**src/rtl/fetch_ctrl_if.sv**
```systemverilog
// Fetch-control bundle: decode/execute events in, fetch redirect and stall controls out.
// master = pipeline side driving events, slave = fetch_ctrl_fsm.
interface fetch_ctrl_if #(
  parameter int ADDR_W = 8
);
  logic [ADDR_W-1:0] pc_current;
  logic              dec_valid;
  logic              dec_jmp;
  logic              dec_call;
  logic              dec_ret;
  logic              dec_halt;
  logic [ADDR_W-1:0] dec_target;
  logic              ex_br_taken;
  logic [ADDR_W-1:0] ex_br_target;
  logic              load_use;
  logic              resume;
  logic              pc_mux_sel;
  logic [ADDR_W-1:0] jmp_loc;
  logic              Stall;
  logic              Stall_pm;
  logic              flush;
  logic              halted;
  logic              ras_ovf;
  logic              ras_unf;

  modport master (
    output pc_current, dec_valid, dec_jmp, dec_call, dec_ret, dec_halt, dec_target,
           ex_br_taken, ex_br_target, load_use, resume,
    input  pc_mux_sel, jmp_loc, Stall, Stall_pm, flush, halted, ras_ovf, ras_unf
  );

  modport slave (
    input  pc_current, dec_valid, dec_jmp, dec_call, dec_ret, dec_halt, dec_target,
           ex_br_taken, ex_br_target, load_use, resume,
    output pc_mux_sel, jmp_loc, Stall, Stall_pm, flush, halted, ras_ovf, ras_unf
  );
endinterface

```
**src/rtl/fetch_ctrl_fsm.sv**
```systemverilog
// Fetch sequencer: redirect/stall are combinational in the event cycle, flush/halted/RAS flags one cycle later.
// Load-use holds fetch for LOAD_STALL cycles; halt holds it until resume; taken branches always win.
module fetch_ctrl_fsm #(
  parameter int ADDR_W     = 8,
  parameter int RAS_DEPTH  = 4,
  parameter int LOAD_STALL = 1
) (
  input  logic         clk,
  input  logic         reset,
  fetch_ctrl_if.slave  bus
);
  localparam int PTR_W = $clog2(RAS_DEPTH);
  localparam logic [2:0]     STALL_INIT = 3'(LOAD_STALL - 1);
  localparam logic [PTR_W:0] RAS_FULL   = (PTR_W + 1)'(RAS_DEPTH);

  typedef enum logic [1:0] {RUN, STALL, HALT} state_t;

  state_t            state;
  logic [2:0]        cnt;
  logic              halt_first;
  logic [ADDR_W-1:0] ras [RAS_DEPTH];
  logic [PTR_W-1:0]  ptr;
  logic [PTR_W:0]    ras_cnt;
  logic              flush_q, halted_q, ovf_q, unf_q;

  logic              dec_ev, redirect, stall, go_stall;
  logic              do_push, do_pop, do_halt, do_unf;
  logic [ADDR_W-1:0] target;
  logic [PTR_W-1:0]  pop_ptr;

  always_comb begin
    dec_ev   = bus.dec_valid & ~flush_q;
    pop_ptr  = ptr - 1'b1;
    redirect = 1'b0;
    target   = '0;
    stall    = 1'b0;
    go_stall = 1'b0;
    do_push  = 1'b0;
    do_pop   = 1'b0;
    do_halt  = 1'b0;
    do_unf   = 1'b0;
    unique case (state)
      RUN: begin
        if (bus.ex_br_taken) begin
          redirect = 1'b1;
          target   = bus.ex_br_target;
        end else if (bus.load_use) begin
          stall    = 1'b1;
          go_stall = (LOAD_STALL > 1);
        end else if (dec_ev) begin
          if (bus.dec_ret) begin
            if (ras_cnt != '0) begin
              redirect = 1'b1;
              target   = ras[pop_ptr];
              do_pop   = 1'b1;
            end else begin
              do_unf  = 1'b1;
              do_halt = 1'b1;
            end
          end else if (bus.dec_call) begin
            redirect = 1'b1;
            target   = bus.dec_target;
            do_push  = 1'b1;
          end else if (bus.dec_jmp) begin
            redirect = 1'b1;
            target   = bus.dec_target;
          end else if (bus.dec_halt) begin
            do_halt = 1'b1;
          end
        end
      end
      STALL: begin
        // A taken branch cancels the remaining stall so the redirect can load.
        if (bus.ex_br_taken) begin
          redirect = 1'b1;
          target   = bus.ex_br_target;
        end else begin
          stall = 1'b1;
        end
      end
      HALT: begin
        stall = 1'b1;
        if (halt_first && bus.ex_br_taken) begin
          redirect = 1'b1;
          target   = bus.ex_br_target;
        end
      end
      default: ;
    endcase
  end

  assign bus.pc_mux_sel = reset & redirect;
  assign bus.jmp_loc    = reset ? target : '0;
  assign bus.Stall      = reset & stall;
  assign bus.Stall_pm   = reset & stall;
  assign bus.flush      = flush_q;
  assign bus.halted     = halted_q;
  assign bus.ras_ovf    = ovf_q;
  assign bus.ras_unf    = unf_q;

  // Entries are never reset; ras_cnt=0 marks them all invalid.
  always_ff @(posedge clk) begin
    if (do_push) ras[ptr] <= bus.pc_current + 1'b1;
  end

  always_ff @(posedge clk or negedge reset) begin
    if (!reset) begin
      state      <= RUN;
      cnt        <= '0;
      halt_first <= 1'b0;
      ptr        <= '0;
      ras_cnt    <= '0;
      flush_q    <= 1'b0;
      halted_q   <= 1'b0;
      ovf_q      <= 1'b0;
      unf_q      <= 1'b0;
    end else begin
      flush_q    <= redirect;
      halt_first <= 1'b0;
      unique case (state)
        RUN: begin
          if (go_stall) begin
            state <= STALL;
            cnt   <= STALL_INIT;
          end else if (do_halt) begin
            state      <= HALT;
            halted_q   <= 1'b1;
            halt_first <= 1'b1;
          end
        end
        STALL: begin
          if (redirect) begin
            state <= RUN;
          end else begin
            cnt <= cnt - 1'b1;
            if (cnt <= 3'd1) state <= RUN;
          end
        end
        HALT: begin
          if (bus.resume) begin
            state    <= RUN;
            halted_q <= 1'b0;
          end
        end
        default: state <= RUN;
      endcase
      // Full stack wraps onto its oldest entry.
      if (do_push) begin
        ptr <= ptr + 1'b1;
        if (ras_cnt == RAS_FULL) ovf_q <= 1'b1;
        else                     ras_cnt <= ras_cnt + 1'b1;
      end
      if (do_pop) begin
        ptr     <= pop_ptr;
        ras_cnt <= ras_cnt - 1'b1;
      end
      if (do_unf) unf_q <= 1'b1;
    end
  end
endmodule

```
**src/flat_wrapper.sv**
```systemverilog
// flat-port wrapper written by rule: the top's interface ports become plain ports
module fetch_ctrl_fsm_flat 
#(
  parameter int ADDR_W     = 8,
  parameter int RAS_DEPTH  = 4,
  parameter int LOAD_STALL = 1
)
  (clk, reset, bus_pc_current, bus_dec_valid, bus_dec_jmp, bus_dec_call, bus_dec_ret, bus_dec_halt, bus_dec_target, bus_ex_br_taken, bus_ex_br_target, bus_load_use, bus_resume, bus_pc_mux_sel, bus_jmp_loc, bus_Stall, bus_Stall_pm, bus_flush, bus_halted, bus_ras_ovf, bus_ras_unf);
  fetch_ctrl_if #(.ADDR_W(ADDR_W)) bus_i ();
  input  logic clk;
  input  logic reset;
  input wire logic [$bits(bus_i.pc_current)-1:0] bus_pc_current;
  input wire logic [$bits(bus_i.dec_valid)-1:0] bus_dec_valid;
  input wire logic [$bits(bus_i.dec_jmp)-1:0] bus_dec_jmp;
  input wire logic [$bits(bus_i.dec_call)-1:0] bus_dec_call;
  input wire logic [$bits(bus_i.dec_ret)-1:0] bus_dec_ret;
  input wire logic [$bits(bus_i.dec_halt)-1:0] bus_dec_halt;
  input wire logic [$bits(bus_i.dec_target)-1:0] bus_dec_target;
  input wire logic [$bits(bus_i.ex_br_taken)-1:0] bus_ex_br_taken;
  input wire logic [$bits(bus_i.ex_br_target)-1:0] bus_ex_br_target;
  input wire logic [$bits(bus_i.load_use)-1:0] bus_load_use;
  input wire logic [$bits(bus_i.resume)-1:0] bus_resume;
  output wire logic [$bits(bus_i.pc_mux_sel)-1:0] bus_pc_mux_sel;
  output wire logic [$bits(bus_i.jmp_loc)-1:0] bus_jmp_loc;
  output wire logic [$bits(bus_i.Stall)-1:0] bus_Stall;
  output wire logic [$bits(bus_i.Stall_pm)-1:0] bus_Stall_pm;
  output wire logic [$bits(bus_i.flush)-1:0] bus_flush;
  output wire logic [$bits(bus_i.halted)-1:0] bus_halted;
  output wire logic [$bits(bus_i.ras_ovf)-1:0] bus_ras_ovf;
  output wire logic [$bits(bus_i.ras_unf)-1:0] bus_ras_unf;
  assign bus_i.pc_current = bus_pc_current;
  assign bus_i.dec_valid = bus_dec_valid;
  assign bus_i.dec_jmp = bus_dec_jmp;
  assign bus_i.dec_call = bus_dec_call;
  assign bus_i.dec_ret = bus_dec_ret;
  assign bus_i.dec_halt = bus_dec_halt;
  assign bus_i.dec_target = bus_dec_target;
  assign bus_i.ex_br_taken = bus_ex_br_taken;
  assign bus_i.ex_br_target = bus_ex_br_target;
  assign bus_i.load_use = bus_load_use;
  assign bus_i.resume = bus_resume;
  assign bus_pc_mux_sel = bus_i.pc_mux_sel;
  assign bus_jmp_loc = bus_i.jmp_loc;
  assign bus_Stall = bus_i.Stall;
  assign bus_Stall_pm = bus_i.Stall_pm;
  assign bus_flush = bus_i.flush;
  assign bus_halted = bus_i.halted;
  assign bus_ras_ovf = bus_i.ras_ovf;
  assign bus_ras_unf = bus_i.ras_unf;
  fetch_ctrl_fsm #(.ADDR_W(ADDR_W), .RAS_DEPTH(RAS_DEPTH), .LOAD_STALL(LOAD_STALL)) u_core (.clk(clk), .reset(reset), .bus(bus_i));
endmodule
```
**config.mk**
```make
export PLATFORM = sky130hd
export DESIGN_NAME = fetch_ctrl_fsm_flat
export DESIGN_NICKNAME = d
export VERILOG_FILES = /design/src/rtl/fetch_ctrl_if.sv /design/src/rtl/fetch_ctrl_fsm.sv /design/src/flat_wrapper.sv
export SDC_FILE = /design/constraint.sdc
export NUM_CORES = 1
export LEC_CHECK = 0
export ABC_CLOCK_PERIOD_IN_PS = 3800
export BUFFER_PORTS_ARGS = -buffer_cell sky130_fd_sc_hd__buf_4
export CAP_MARGIN = 20
export CELL_PAD_IN_SITES_DETAIL_PLACEMENT = 0
export CELL_PAD_IN_SITES_GLOBAL_PLACEMENT = 1
export CORE_ASPECT_RATIO = 1.75
export CORE_UTILIZATION = 46
export CTS_CLUSTER_SIZE = 24
export DETAILED_ROUTE_END_ITERATION = 8
export PLACE_DENSITY_LB_ADDON = 0.05
export SLEW_MARGIN = 20
export SYNTH_ARGS = -nofsm -noshare
export SYNTH_HDL_FRONTEND = slang
export SYNTH_SLANG_ARGS = --single-unit
export TNS_END_PERCENT = 20
```
**constraint.sdc**
```tcl
create_clock -name clk -period 3.8 [get_ports clk]
set_input_delay 0.19 -clock clk [delete_from_list [all_inputs] [get_ports clk]]
set_output_delay 0.19 -clock clk [all_outputs]
set_load 0.05 [all_outputs]
```
==> impl_metrics.csv <==
group,metric,value,unit
route,detail-route-antenna-nets,0,
logic_synthesis,synthMuxAreaShare,8.52,%
critical_path,criticalPathCategory,"flop to primary output",
critical_path,cp.depth,7,
logic_synthesis,ys.warnings.count,0,
logic_synthesis,synth_cell_types,44,
sta,hold_viol,0,
layout,final-instance-count-excl-fill,252,
sta,slew_headroom,62.9,%
logic_synthesis,netlist.area_leader.share,45.4,%
global_routing,grt.total_usage,19.2,%
route,vias,1406,
logic_synthesis,seq_area_frac_synth,57.3,%
placed_design,globalplace.congestion,0.776,
logic_synthesis,synth_common_cells,"edfxtp_1, dfrtp_1, a222oi_1, mux4_2, nor2b_1",
sta,setup-violations-final,0,
critical_path,worstReg2RegEnd,"u_core.ras_cnt[2]",
sta,finalCritPeriodShare,72.5,%
critical_path,r2r_start,"u_core.bus.halted",
logic_synthesis,synth_top_cell_by_area,"edfxtp_1",
global_routing,antenna_found_initial,0,
sta,clock_skew,0.00583,ns
die,die_h,91.7,µm
placed_design,dp_hpwl,3310,µm
die,num_io_pins,49,
clock_network,cts_root_buf,"clkbuf_8",
route,initialDrtViolationCount,34,
die,die_w,53.3,µm
logic_synthesis,synth_adder_area_share,3.91,%
logic_synthesis,synth_area_per_cell,14.1,µm²
critical_path,critPathSlowestCell,"ha_1",
logic_synthesis,syn_inst,150,
logic_synthesis,synth-xor-area-share,2.90,%
clock_network,cts-htree-levels,2,
clock_network,cts_resized,0,
sta,post-route-min-period,2.76,ns
critical_path,crit_start,"u_core.ptr[0]",
die,die_area,4880,µm²
logic_synthesis,yosys-top-cells-area,"edfxtp_1, dfrtp_1, mux4_2",
critical_path,crit_end,"bus_jmp_loc[4]",
critical_path,path_buf_inv,3,
critical_path,cp.required,3.61,ns
layout,nNetsFinal,241,
placed_design,place_inst,244,
die,rows,32,
route,drc,0,
logic_synthesis,synth_edf_count,32,
layout,n_antenna_cell,0,
critical_path,end_kind,"primary output",
status,status,"finished clean",
die,initial_core_util,48.0,%
route,routed_via_density,5.58,
critical_path,worstPathMaxFanout,12,
die,coreArea,4400,µm²
critical_path,reg2reg_depth,9,
sta,worst_pin_slew,0.552,ns
logic_synthesis,synth-compound-area-share,10.9,%
global_routing,grt_pass1_wl,6600,µm
power,peakVddDrop,0.303,mV
critical_path,startpoint_type,"flop",
critical_path,cp_slowest_stage_delay,0.57,ns
clock_network,clock_sinks,42,
min_path,min_path_type,"primary input to flop",
logic_synthesis,synth_ff_type,"edfxtp_1",
clock_network,clk_latency,0.29,ns
logic_synthesis,ys_async_sr_fraction,23.8,%
sta,fmax,0.363,GHz
layout,syn2layout_area_growth,23.2,%
logic_synthesis,syn_area,2110,µm²
placed_design,port_buffers,48,
route,drt-pass1-iter-count,4,
min_path,min_path_cells,2,
clock_network,cts.clk_slew.worst_paths,0.08,ns
clock_network,cts_tree,"built",
logic_synthesis,synth.most_common_cell,"edfxtp_1",
global_routing,grt_pass1_vias,1369,
logic_synthesis,synthSimpleGateAreaFrac,13.1,%
critical_path,path_delay_family,"adder cells",
logic_synthesis,ys_ff_latch,42,
sta,slew_violations,0,
clock_network,cts_buffers,5,
critical_path,crit_arrival,2.57,ns
sta,setup_tns,0,ns
layout,drive_gt1_share,36.3,%
critical_path,path_cells,"buf_4 -> inv_1 -> ha_1 -> mux4_2 -> a222oi_1 -> nor2b_1 -> buf_4",
route,wl,4270,µm
critical_path,path_common_cell,"buf_4",
power,leakage,0.999,nW
critical_path,r2r_setup_slack,1.14,ns
route,routedWlPerCell,16.9,µm
logic_synthesis,synth_top_family_by_area,"simple AND/OR/NAND/NOR gates",
global_routing,grt_overflow,0,
clock_network,cts_max_path_buffers,2,
job,cap_violations,0,
logic_synthesis,synth_nets,190,
power,power-per-cell-area,474,nW/µm²
sta,rsz0062_at_grt,"no",
global_routing,grt_max_degree,21,
-- worst min path at each step --
stage | start | end | slack [ns]
2_1_floorplan | reset | u_core.bus.flush | -0.11
3_3_place_gp | reset | u_core.ras_cnt[0] | 0.06
3_5_place_dp | reset | u_core.ras_cnt[1] | 0.06
4_1_cts | bus_dec_call | u_core.ras_cnt[0] | 0.15
5_1_grt | bus_dec_call | u_core.ras_cnt[0] | 0.15
6_report | bus_dec_call | u_core.ras_cnt[0] | 0.15
-- layout by cell type (no fill, tap or decap), types with 2 or more instances in the layout --
master | synthesis | final
a21boi_2 | 2 | 2
a21o_1 | 2 | 2
a21oi_1 | 2 | 2
a222oi_1 | 8 | 8
and2_1 | 5 | 5
and3_1 | 2 | 2
buf_4 | 2 | 50
clkbuf_8 | 0 | 5
clkinvlp_4 | 0 | 2
dfrtp_1 | 10 | 10
edfxtp_1 | 32 | 32
ha_1 | 5 | 5
inv_1 | 7 | 7
mux4_2 | 8 | 8
nand2_1 | 7 | 7
nand3_1 | 3 | 3
nor2_1 | 7 | 7
nor2b_1 | 8 | 8
nor3_1 | 5 | 5
or2_1 | 3 | 3
xnor2_1 | 5 | 5
xor2_1 | 2 | 2
-- logic make-up (layout without fill, tap and decap cells) --
family,count (synthesis),after routing
multiplexers,8,8
buffers and inverters,15,66
flip-flops,42,42
adder cells (fa/ha/maj),6,6
AO/OA/AOI/OAI,27,27
AND/OR/NAND/NOR,45,45
XOR/XNOR,7,7
-- cell type report --
type,count,area (µm²)
timing repair buffer,51,385
clock inverter,2,15.0
multi-input combinational,93,831
tap,51,63.8
fill,373,1800
clock buffer,5,68.8
inverter,8,30.0
sequential,42,1210
-- timing repair --
item / in CTS / in global routing
hold endpoints to repair: 10 / 0
hold buffers: 1 / 0
setup buffers: 0 / 0
-- registers in the layout, indices dropped and copies added (netlist names) --
| name | flops |
|---|---|
| u_core.ras | 32 |
| u_core.ras_cnt | 3 |
| u_core.ptr | 2 |
| u_core.bus.flush | 1 |
| u_core.bus.halted | 1 |
| u_core.bus.ras_ovf | 1 |
| u_core.bus.ras_unf | 1 |
| u_core.halt_first | 1 |
-- per-stage QoR --
stage / power, W / worst slack (ns) / cell area (µm²) / hold WS [ns] / utilization [%]
6_report: 0.00124 / 1.04 / 2610 / 0.155 / 59.1
5_1_grt: 0.00129 / 0.936 / 2610 / 0.153 / 59.1
2_1_floorplan: 0.000854 / 1.05 / 2110 / -0.106 / -
3_3_place_gp: 0.000966 / 1.23 / 2510 / 0.0559 / 57.0
4_1_cts: 0.00125 / 0.996 / 2610 / 0.145 / 59.1
3_5_place_dp: 0.000977 / 1.15 / 2510 / 0.0620 / 57.0
-- layer usage --
metal	GRT usage [%]	vias to the layer above	wire, µm
met3	3.48	6	240
met4	6.80	0	65
li1	-	673	-
met5	0	-	0
met2	35.5	52	2420
met1	20.4	675	1550
-- report_power, final --
part / total (W) / switching (W) / internal (W)
Clock: 0.000273 / 0.000147 / 0.000125
Combinational: 0.000419 / 0.000227 / 0.000192
Sequential: 0.000544 / 0.0000216 / 0.000522
Total: 0.00124 / 0.000396 / 0.000839
(Power assumes the default switching activity.)
